===== src/rtl/crgu_pwr_seq.sv =====
// -----------------------------------------------------------------------------
// crgu_pwr_seq
//
// Always-on power/clock sequencer that sits directly upstream of crgu on the
// 32 kHz always-on clock.
// - Brings crgu up in a fixed order: clk_en, then shut_rstn, then data_ctrl_en.
// - Tears it down in reverse order on power-down or on a soft reset command.
// - A soft reset ends with an automatic power-up while rg_pwr_on stays high.
//
// Ports
//   clk_32k           in   always-on 32 kHz clock
//   rst_32k_alon      in   synchronous active-high reset
//   rg_pwr_on         in   level request: 1 = sequence up, 0 = sequence down
//   rg_top_start_req  in   top start request, honoured only in RUN
//   cmd_reset_pulse   in   one-cycle soft reset pulse (already on clk_32k)
//   clk_en            out  crgu clock enable
//   shut_rstn         out  crgu domain reset, active low
//   data_ctrl_en      out  crgu data control enable
//   rg_top_start      out  crgu top start
//   seq_busy          out  1 in any state other than OFF and RUN
//   seq_state         out  current state encoding
//   soft_rst_cnt      out  [7:0] saturating count of accepted soft resets
//                          (present only when CRGU_PWR_SEQ_RSTCNT_EN is defined)
//
// Optional feature macro: CRGU_PWR_SEQ_RSTCNT_EN
// -----------------------------------------------------------------------------
module crgu_pwr_seq #(
  parameter int CLK_SETTLE_CYC = 4,  // cycles in CLK_ON and RST_ASRT, 1..15
  parameter int RST_HOLD_CYC   = 2,  // cycles in RST_REL and STOP, 1..15
  parameter int CNT_W          = 4   // wait counter width
) (
  input  logic       clk_32k,
  input  logic       rst_32k_alon,
  input  logic       rg_pwr_on,
  input  logic       rg_top_start_req,
  input  logic       cmd_reset_pulse,
  output logic       clk_en,
  output logic       shut_rstn,
  output logic       data_ctrl_en,
  output logic       rg_top_start,
  output logic       seq_busy,
  output logic [2:0] seq_state
`ifdef CRGU_PWR_SEQ_RSTCNT_EN
  ,
  output logic [7:0] soft_rst_cnt
`endif
);

  typedef enum logic [2:0] {
    ST_OFF      = 3'd0,
    ST_CLK_ON   = 3'd1,
    ST_RST_REL  = 3'd2,
    ST_DATA_ON  = 3'd3,
    ST_RUN      = 3'd4,
    ST_STOP     = 3'd5,
    ST_RST_ASRT = 3'd6,
    ST_CLK_OFF  = 3'd7
  } state_t;

  // A timed state lasts N cycles: load N-1 on entry, leave when it reads 0.
  localparam logic [CNT_W-1:0] SETTLE_LOAD = CNT_W'(CLK_SETTLE_CYC - 1);
  localparam logic [CNT_W-1:0] HOLD_LOAD   = CNT_W'(RST_HOLD_CYC - 1);

  state_t           state_reg, state_next;
  logic [CNT_W-1:0] cnt_reg, cnt_next;
  logic             clk_en_reg, clk_en_next;
  logic             shut_rstn_reg, shut_rstn_next;
  logic             data_ctrl_en_reg, data_ctrl_en_next;
  logic             top_start_reg, top_start_next;
  logic             busy_reg, busy_next;
  logic             restart_pend_reg, restart_pend_next;
  logic             go_stop;

  always_ff @(posedge clk_32k) begin
    if (rst_32k_alon) begin
      state_reg        <= ST_OFF;
      cnt_reg          <= '0;
      clk_en_reg       <= 1'b0;
      shut_rstn_reg    <= 1'b0;
      data_ctrl_en_reg <= 1'b0;
      top_start_reg    <= 1'b0;
      busy_reg         <= 1'b0;
      restart_pend_reg <= 1'b0;
    end else begin
      state_reg        <= state_next;
      cnt_reg          <= cnt_next;
      clk_en_reg       <= clk_en_next;
      shut_rstn_reg    <= shut_rstn_next;
      data_ctrl_en_reg <= data_ctrl_en_next;
      top_start_reg    <= top_start_next;
      busy_reg         <= busy_next;
      restart_pend_reg <= restart_pend_next;
    end
  end

  always_comb begin
    state_next        = state_reg;
    cnt_next          = cnt_reg;
    clk_en_next       = clk_en_reg;
    shut_rstn_next    = shut_rstn_reg;
    data_ctrl_en_next = data_ctrl_en_reg;
    top_start_next    = top_start_reg;
    restart_pend_next = restart_pend_reg;
    go_stop           = 1'b0;

    case (state_reg)
      ST_OFF: begin
        clk_en_next       = 1'b0;
        shut_rstn_next    = 1'b0;
        data_ctrl_en_next = 1'b0;
        top_start_next    = 1'b0;
        // restart_pend only marks a soft-reset restart; it still needs power.
        if (rg_pwr_on || (restart_pend_reg && rg_pwr_on)) begin
          state_next        = ST_CLK_ON;
          cnt_next          = SETTLE_LOAD;
          clk_en_next       = 1'b1;
          restart_pend_next = 1'b0;
        end
      end
      ST_CLK_ON: begin
        if (!rg_pwr_on) begin
          go_stop = 1'b1;
        end else if (cnt_reg == '0) begin
          state_next     = ST_RST_REL;
          cnt_next       = HOLD_LOAD;
          shut_rstn_next = 1'b1;
        end else begin
          cnt_next = cnt_reg - CNT_W'(1);
        end
      end
      ST_RST_REL: begin
        if (!rg_pwr_on) begin
          go_stop = 1'b1;
        end else if (cnt_reg == '0) begin
          state_next        = ST_DATA_ON;
          data_ctrl_en_next = 1'b1;
        end else begin
          cnt_next = cnt_reg - CNT_W'(1);
        end
      end
      ST_DATA_ON: begin
        if (!rg_pwr_on) go_stop = 1'b1;
        else            state_next = ST_RUN;
      end
      ST_RUN: begin
        top_start_next = rg_top_start_req;
        if (cmd_reset_pulse) begin
          restart_pend_next = 1'b1;
          go_stop           = 1'b1;
        end else if (!rg_pwr_on) begin
          go_stop = 1'b1;
        end
      end
      ST_STOP: begin
        if (cnt_reg == '0) begin
          state_next     = ST_RST_ASRT;
          cnt_next       = SETTLE_LOAD;
          shut_rstn_next = 1'b0;
        end else begin
          cnt_next = cnt_reg - CNT_W'(1);
        end
      end
      ST_RST_ASRT: begin
        if (cnt_reg == '0) begin
          state_next  = ST_CLK_OFF;
          clk_en_next = 1'b0;
        end else begin
          cnt_next = cnt_reg - CNT_W'(1);
        end
      end
      ST_CLK_OFF: begin
        state_next = ST_OFF;
      end
      default: begin
        state_next = ST_OFF;
      end
    endcase

    // Teardown entry, shared by power-down, soft reset and power-up abort.
    // shut_rstn is left as is so an abort from RST_REL/DATA_ON still holds
    // the domain for the full STOP time before reset is asserted.
    if (go_stop) begin
      state_next        = ST_STOP;
      cnt_next          = HOLD_LOAD;
      data_ctrl_en_next = 1'b0;
      top_start_next    = 1'b0;
    end

    busy_next = !((state_next == ST_OFF) || (state_next == ST_RUN));
  end

  assign clk_en       = clk_en_reg;
  assign shut_rstn    = shut_rstn_reg;
  assign data_ctrl_en = data_ctrl_en_reg;
  assign rg_top_start = top_start_reg;
  assign seq_busy     = busy_reg;
  assign seq_state    = state_reg;

`ifdef CRGU_PWR_SEQ_RSTCNT_EN
  logic [7:0] soft_rst_cnt_reg;

  // Counts every soft reset pulse accepted in RUN; sticks at 255.
  always_ff @(posedge clk_32k) begin
    if (rst_32k_alon) begin
      soft_rst_cnt_reg <= 8'd0;
    end else if ((state_reg == ST_RUN) && cmd_reset_pulse &&
                 (soft_rst_cnt_reg != 8'hFF)) begin
      soft_rst_cnt_reg <= soft_rst_cnt_reg + 8'd1;
    end
  end

  assign soft_rst_cnt = soft_rst_cnt_reg;
`endif

endmodule


===== config.mk =====
export PLATFORM = sky130hd
export DESIGN_NAME = crgu_pwr_seq
export DESIGN_NICKNAME = d
export VERILOG_FILES = /design/src/rtl/crgu_pwr_seq.sv
export SDC_FILE = /design/constraint.sdc
export NUM_CORES = 1
export LEC_CHECK = 0
export ABC_AREA = 1
export BUFFER_PORTS_ARGS = -buffer_cell sky130_fd_sc_hd__buf_2
export CORE_MARGIN = 2
export CORE_UTILIZATION = 53
export DETAILED_ROUTE_END_ITERATION = 12
export GPL_TIMING_DRIVEN = 0
export HOLD_SLACK_MARGIN = 0.1
export PLACE_DENSITY = 0.76
export RECOVER_POWER = 100
export SYNTH_ARGS = -nofsm -noshare
export SYNTH_HDL_FRONTEND = slang
export SYNTH_SLANG_ARGS = --single-unit

===== constraint.sdc =====
create_clock -name clk_32k -period 1.7 [get_ports clk_32k]
set_input_delay 0.255 -clock clk_32k [delete_from_list [all_inputs] [get_ports clk_32k]]
set_output_delay 0.255 -clock clk_32k [all_outputs]
set_load 0.05 [all_outputs]

==> results.toml, run 1 <==
[status]
outcome = "completed"

[placed_design]
dp_cells = 142
portBuffers = 12
post-dp-hpwl_mm = 1.32
gp_congestion = 0.875

[detailed_routing]
drt_first_pass_iters = 4
wirelength_mm = 1.71
vias_per_cell = 5.37
vias = 778
wl_per_cell_um = 11.8
drtIter0Drc = 21
ant_nets = 0
drcViolationCount = 0

[die]
die_width_um = 42.0
dieArea_um2 = 1760
coreArea_um2 = 1320
start_util_pct = 58.0
die_y_um = 42.0
io_pins = 13
rows = 13

[logic_synthesis]
synth_area_leaders = "dfxtp_1 (31%), nand2_1 (14%), nor2_1 (8.3%)"
synth_top_area_share_pct = 31.4
synth_top_area_cell = "dfxtp_1"
syn_area_um2 = 764
ys_seq_area_share_pct = 31.4
ys_ff_latch = 12
syn_avg_cell_area_um2 = 6.65
yosys_warnings = 0
syn-num-nets = 121
ys_types = 23
synthCells = 115

[timing]
min_period_ps = 1510
finalSetupViolCount = 0
fmax_mhz = 663
slew_violations = 0
fin_crit_sh_pct = 88.8
hold_viol = 0
slew_headroom_pct = 60.7
clock_skew_ps = 1.89
tightest_slew_ps = 592
rsz0062_at_grt = "false"
setup_tns_ps = 0

[clock_tree]
cts_tree = "built"
cts_htree_levels = 1
cts_buffer_depth = 2
cts-resized-gates = 0
clk_latency_ps = 270
cts_sinks = 12
cts.clk_slew.worst_paths_ps = 70
holdBufCountCts = 0
cts_root_buf = "clkbuf_4"
post_cts_buffers = 0
cts_buffers = 3

[final_layout]
drive_above_1_share_pct = 19.2
stdcell_count = 145
syn2layout_area_growth_pct = 10.5
fillers = 132
antennaDiodeCount = 0
largest_register_ffs = 4
nets = 138

[worst_setup_path]
max_stage_delay_ps = 500
cp_slowest_cell = "clkbuf_1"
worstPathRequired_ps = 1440
arrival_ps = 1250
path_max_fanout = 6
timing.rr.start = "cnt_reg[0]"
endpoint_kind = "primary output"
worst-setup-path-type = "reg2out"
cp.buffers_inverters = 1
cp_cell_sequence = "clkbuf_1"
start_kind = "register"
crit_path_start = "seq_state[0]"
crit_family = "buffers and inverters"

[grt]
antenna_found_initial = 0
grt_pass1_vias = 716
grt_max_degree = 10
overflow = 0
grt_pass1_wl_mm = 2.95
grt_util_all_layers_pct = 21.9

[min_path]
holdCritStartpoint = "rst_32k_alon"
hold_class = "in2reg"

[flow_run]
max_cap_violations = 0

[pwr]
p_per_area_nw_per_um2 = 2090
peakVddDrop_mv = 1.26
p_leak_nw = 0.421
[routing by layer]
layer	vias up	part of all wire (%)	global-route usage (%)
met4	0	2.2	11.0
met1	341	46	29.4
met3	7	7.1	4.31
met2	32	45	33.1
li1	398	-	-
met5	-	0	0
[worst paths after layout]
kind / to / slack, ps / depth (start not counted)
hold reg to reg: rg_top_start / 470 / 2
setup / recovery: seq_state[0] / 190 / 1
hold / removal: seq_busy / 210 / 2
setup reg to reg: cnt_reg[0] / 270 / 7
[layout by cell type (no fill, tap or decap)]
cell type / synthesis / routed
nand4_1: 1 / 1
o21ai_2: 1 / 1
nand3_1: 11 / 11
clkbuf_2: 0 / 1
dfxtp_1: 12 / 12
nor2_2: 1 / 1
nand2_4: 2 / 1
xnor2_1: 1 / 1
o21ai_1: 3 / 2
buf_4: 1 / 1
inv_1: 8 / 12
buf_2: 0 / 4
a21oi_2: 1 / 1
clkbuf_1: 0 / 7
inv_2: 7 / 3
nor2_4: 3 / 3
ha_1: 1 / 1
clkbuf_4: 0 / 3
o211ai_1: 1 / 1
nand2_2: 5 / 3
a21oi_1: 3 / 3
nand2_1: 28 / 31
xor2_1: 1 / 1
a31oi_1: 1 / 1
nand3_2: 3 / 3
nor2_1: 17 / 17
o21ai_0: 3 / 4
[logic make-up (layout without fill, tap and decap cells)]
| family | Yosys count | in the layout | share of synthesized area, % |
|---|---|---|---|
| buffers and inverters | 16 | 31 | 8.35 |
| xor gates and xnor gates | 2 | 2 | 2.29 |
| DFF | 12 | 12 | 31.4 |
| AOI/OAI and AO/OA | 13 | 13 | 9.98 |
| adders and majority gates | 1 | 1 | 1.64 |
| and+or+nand+nor | 71 | 71 | 46.3 |
[cell type report]
cell class              count  area, µm²  area share, %
repair buffers             12       51.3           6.07
inverters                  15       56.3           6.67
clock buffers               3       22.5           2.67
plain buffers               1       7.51          0.889
well taps                  15       18.8           2.22
multi-input cells          87        448           53.0
flip-flops and latches     12        240           28.4
[where the power goes]
group	internal (mW)	switching, mW
clock	0.0821	0.0942
sequential	0.370	0.107
combinational	0.319	0.790
[synth_stat cells (all sizes together)]
library cell  number
inv               15
buf                1
o21ai              7
nand3             14
a31oi              1
nor2              21
nand4              1
ha                 1
o211ai             1
dfxtp             12
a21oi              4
nand2             35
xnor2              1
xor2               1
[through the flow]
| stage | power [mW] | setup WS [ps] | utilization (%) | area [µm²] | hold WS, ps |
|---|---|---|---|---|---|
| floorplan | 1.41 | 206 | - | 764 | 324 |
| global placement | 1.62 | 290 | 64.0 | 843 | 444 |
| detailed placement | 1.63 | 279 | 64.0 | 843 | 457 |
| CTS | 1.81 | 264 | 65.7 | 866 | 214 |
| global route | 1.91 | 122 | 64.1 | 845 | 220 |
| finish | 1.76 | 191 | 64.1 | 845 | 214 |
Power figures use the tool's default switching activity.
==> run 2: changes to the inputs <==
- CELL_PAD_IN_SITES_DETAIL_PLACEMENT: default -> 1
- CELL_PAD_IN_SITES_GLOBAL_PLACEMENT: default -> 1
- CORE_MARGIN: 2 -> default
- CORE_UTILIZATION: 53 -> 37
- PLACE_DENSITY: 0.76 -> 0.75
==> results.toml, run 2 (synthesis gave the netlist of run 1 again) <==
[status]
outcome = "completed"

[flow_run]
max_cap_violations = 0

[timing]
hold_viol = 0
setup_tns_ps = 0
tightest_slew_ps = 601
slew_violations = 0
clock_skew_ps = 5.82
fin_crit_sh_pct = 86.2
finalSetupViolCount = 0
rsz0062_at_grt = "false"
layout_setup_ws_ps = 234
fmax_mhz = 682
slew_headroom_pct = 60.1
min_period_ps = 1470

[pwr]
p_per_area_nw_per_um2 = 2100
p_leak_nw = 0.424
peakVddDrop_mv = 1.07

[grt]
overflow = 0
grt_pass1_vias = 797
grt_max_degree = 10
grt_pass1_wl_mm = 3.34
grt_util_all_layers_pct = 21.6
antenna_found_initial = 0

[final_layout]
fillers = 294
layout_commonest_cell = "nand2_1"
nets = 138
final_cell_mix = "nand2_1 (29), nor2_1 (17), nand3_1 (12), dfxtp_1 (12), inv_1 (11)"
multi_input_area_um2 = 453
seqCellArea_um2 = 240
largest_register_ffs = 4
syn2layout_area_growth_pct = 13.3
antennaDiodeCount = 0
drive_above_1_share_pct = 21.5

[clock_tree]
cts_sinks = 12
clk_latency_ps = 280
cts-resized-gates = 0
cts.clk_slew.worst_paths_ps = 80
cts_buffer_depth = 2
post_cts_buffers = 0
cts_buffers = 3
cts_tree = "built"
holdBufCountCts = 0
cts_root_buf = "clkbuf_4"
cts_htree_levels = 1

[worst_setup_path]
cp.buffers_inverters = 1
cp_common_cell = "nand2_1"
crit_family = "flip-flops"
r2r_setup_slack_ps = 230
path_max_fanout = 6
arrival_ps = 1630
worst-setup-path-type = "reg2reg"
endpoint_kind = "register"
cp_slowest_cell = "dfxtp_1"
cp_cell_sequence = "inv_1 -> nand2_1 -> nand2_1 -> o21ai_2 -> nand2_2 -> o21ai_0 -> nor2_1"
start_kind = "register"
max_stage_delay_ps = 510
worstPathRequired_ps = 1860

[die]
die_y_um = 47.5
io_pins = 13
rows = 16
dieArea_um2 = 2250
die_width_um = 47.5
coreArea_um2 = 1940
start_util_pct = 39.4

[min_path]
hold_class = "in2reg"

[placed_design]
dpl_worst_slack_ps = 276
post-dp-hpwl_mm = 1.65
portBuffers = 12
gp_congestion = 0.848

[detailed_routing]
drt_first_pass_iters = 4
vias_per_cell = 5.02
wl_per_cell_um = 13.2
drtIter0Drc = 10
vias = 788
drcViolationCount = 0
wirelength_mm = 2.07
ant_nets = 0
-- run 2: final cells by class --
class	instances	share of cell area (%)
Buffer	1	0.867
Clock buffer	3	2.60
Inverter	15	6.50
Multi-Input combinational cell	87	52.3
Sequential cell	12	27.7
Tap cell	27	3.90
Timing Repair Buffer	12	6.07
-- run 2: worst register-to-register path, cell delays in order, from the launching register on --
cell	delay, ps
dfxtp_1	510
inv_1	170
nand2_1	170
nand2_1	90
o21ai_2	80
nand2_2	70
o21ai_0	200
nor2_1	70
-- run 2: metrics by stage --
step / power (mW) / instance area, µm² / util (%) / std cells / hold WS, ps
2_1_floorplan: 1.41 / 764 / - / 115 / 324
3_3_place_gp: 1.64 / 858 / 44.2 / 154 / 446
3_5_place_dp: 1.67 / 858 / 44.2 / 154 / 456
4_1_cts: 1.86 / 881 / 45.4 / 157 / 204
5_1_grt: 1.99 / 866 / 44.6 / 157 / 221
6_report: 1.82 / 866 / 44.6 / 157 / 202
-- run 2: per-layer routing --
layer	vias up	GRT usage, %	part of all wire, %
li1	396	-	-
met1	371	26.6	48
met2	16	38.4	48
met3	5	2.26	2.7
met4	0	8.57	1.8
met5	-	0	0
-- run 2: final timing paths --
| check | startpoint | end | cells after the start |
|---|---|---|---|
| worst min register to register | rg_top_start | rg_top_start | 2 |
| worst max register to register | seq_state[0] | cnt_reg[1] | 7 |
| worst max-delay path | seq_state[0] | cnt_reg[1] | 7 |
| worst min-delay path | rst_32k_alon | clk_en | 2 |
-- run 2: power by group --
part           internal, mW  total, mW  switching, mW
logic                 0.332       1.16          0.831
registers             0.370      0.477          0.107
clock network        0.0822      0.178         0.0959
total                 0.784       1.82           1.03
==> run 3: changes to the inputs <==
- PLACE_DENSITY: 0.75 -> 0.84
==> results.toml, run 3 (synthesis gave the netlist of run 1 again) <==
[detailed_routing]
wl_per_cell_um = 13.5
vias_per_cell = 5.09
wirelength_mm = 2.13
drcViolationCount = 0
drt_first_pass_iters = 4
vias = 804
drtIter0Drc = 8
ant_nets = 0

[worst_setup_path]
timing.rr.start = "seq_state[1]"
worst-setup-path-type = "reg2out"
arrival_ps = 1210
path_max_fanout = 8
timing.rr.end = "cnt_reg[0]"
cp_slowest_cell = "dfxtp_1"
worstPathRequired_ps = 1440
cp.depth = 1
cp.buffers_inverters = 1
start_kind = "register"
crit_family = "flip-flops"
worstSetupEndpoint = "seq_state[1]"
max_stage_delay_ps = 570
endpoint_kind = "primary output"
rr_worst_depth = 6
crit_path_start = "seq_state[1]"
r2r_setup_slack_ps = 240
cp_cell_sequence = "clkbuf_2"

[pwr]
p_per_area_nw_per_um2 = 2150
sequentialPowerShare_pct = 25.5
switching_share_pct = 55.8
p_comb_share_pct = 62.0
clkPwrFrac_pct = 12.5
intPower_mw = 0.831
p_leak_nw = 0.428
switchingPower_mw = 1.05
peakVddDrop_mv = 0.847

[timing]
tightest_slew_ps = 607
min_period_ps = 1460
fin_crit_sh_pct = 86.1
setup_tns_ps = 0
slew_violations = 0
finalSetupViolCount = 0
hold_viol = 0
slew_headroom_pct = 59.7
holdWs_ps = 202
clock_skew_ps = 3.01
fmax_mhz = 683
rsz0062_at_grt = "false"

[status]
outcome = "completed"

[placed_design]
post-dp-hpwl_mm = 1.65
gp_congestion = 0.812
portBuffers = 12

[grt]
antenna_found_initial = 0
grt_max_degree = 10
grt_util_all_layers_pct = 22.8
grt_pass1_vias = 767
overflow = 0
grt_pass1_wl_mm = 3.48

[clock_tree]
cts_sinks = 12
clk_latency_ps = 280
cts.clk_slew.worst_paths_ps = 80
post_cts_buffers = 0
cts_root_buf = "clkbuf_4"
cts_htree_levels = 1
cts_buffer_depth = 2
cts_tree = "built"
cts-resized-gates = 0
holdBufCountCts = 0
cts_buffers = 3

[flow_run]
max_cap_violations = 0

[final_layout]
syn2layout_area_growth_pct = 14.4
nets = 138
antennaDiodeCount = 0
final_cell_mix = "nand2_1 (31), nor2_1 (17), nand3_1 (12), dfxtp_1 (12), inv_1 (9)"
largest_register_ffs = 4
layout_commonest_cell = "nand2_1"
drive_above_1_share_pct = 22.1
fillers = 276

[die]
die_width_um = 47.5
die_y_um = 47.5
start_util_pct = 39.4
rows = 16
coreArea_um2 = 1940
dieArea_um2 = 2250
io_pins = 13

[min_path]
hold_class = "in2reg"
[run 3: cell count changes in the layout (fill, tap and decap cells not counted)]
cell / change
nand2_1: +2
inv_2: +2
nand2_2: -2
clkbuf_8: +1
inv_1: -2
[run 3: layout make-up]
class	instances	area, µm²	area share [%]
Multi-Input combinational cell	87	448	51.2
Inverter	15	56.3	6.44
Tap cell	27	33.8	3.86
Sequential cell	12	240	27.5
Timing Repair Buffer	12	52.6	6.01
Buffer	1	7.51	0.858
Clock buffer	4	36.3	4.15
[run 3: worst min-delay path by stage]
| stage | endpoint | from | depth (start not counted) |
|---|---|---|---|
| floorplan | clk_en | rst_32k_alon | 1 |
| global placement | rg_top_start | rg_top_start | 2 |
| detailed placement | shut_rstn | shut_rstn | 2 |
| CTS | clk_en | rst_32k_alon | 2 |
| global route | clk_en | rst_32k_alon | 2 |
| finish | clk_en | rst_32k_alon | 2 |
[run 3: power by group through the flow]
stage	Combinational [mW]	Clock (mW)	Sequential (mW)
after global routing	1.30	0.253	0.496
after CTS	1.21	0.239	0.482
after detailed placement	1.18	0	0.488
after global placement	1.14	0	0.477
after floorplan	0.743	0	0.663
final	1.17	0.236	0.480
[run 3: through the flow]
stage               cells  power, mW  util [%]  cell area, µm²  setup WS [ps]
global route          158       2.04      45.0             875            116
finish                158       1.88      45.0             875            236
detailed placement    154       1.67      44.2             858            260
floorplan             115       1.41         -             764            206
global placement      154       1.62      44.2             858            296
CTS                   158       1.93      46.1             895            222
[run 3: routing by layer]
metal  global-route usage, %  up-vias  share of wire, %
met5                       0        -                 0
met4                    8.57        0               1.6
met3                    2.26        5               3.5
met2                    40.8       23                48
met1                    27.9      379                47
li1                        -      397                 -
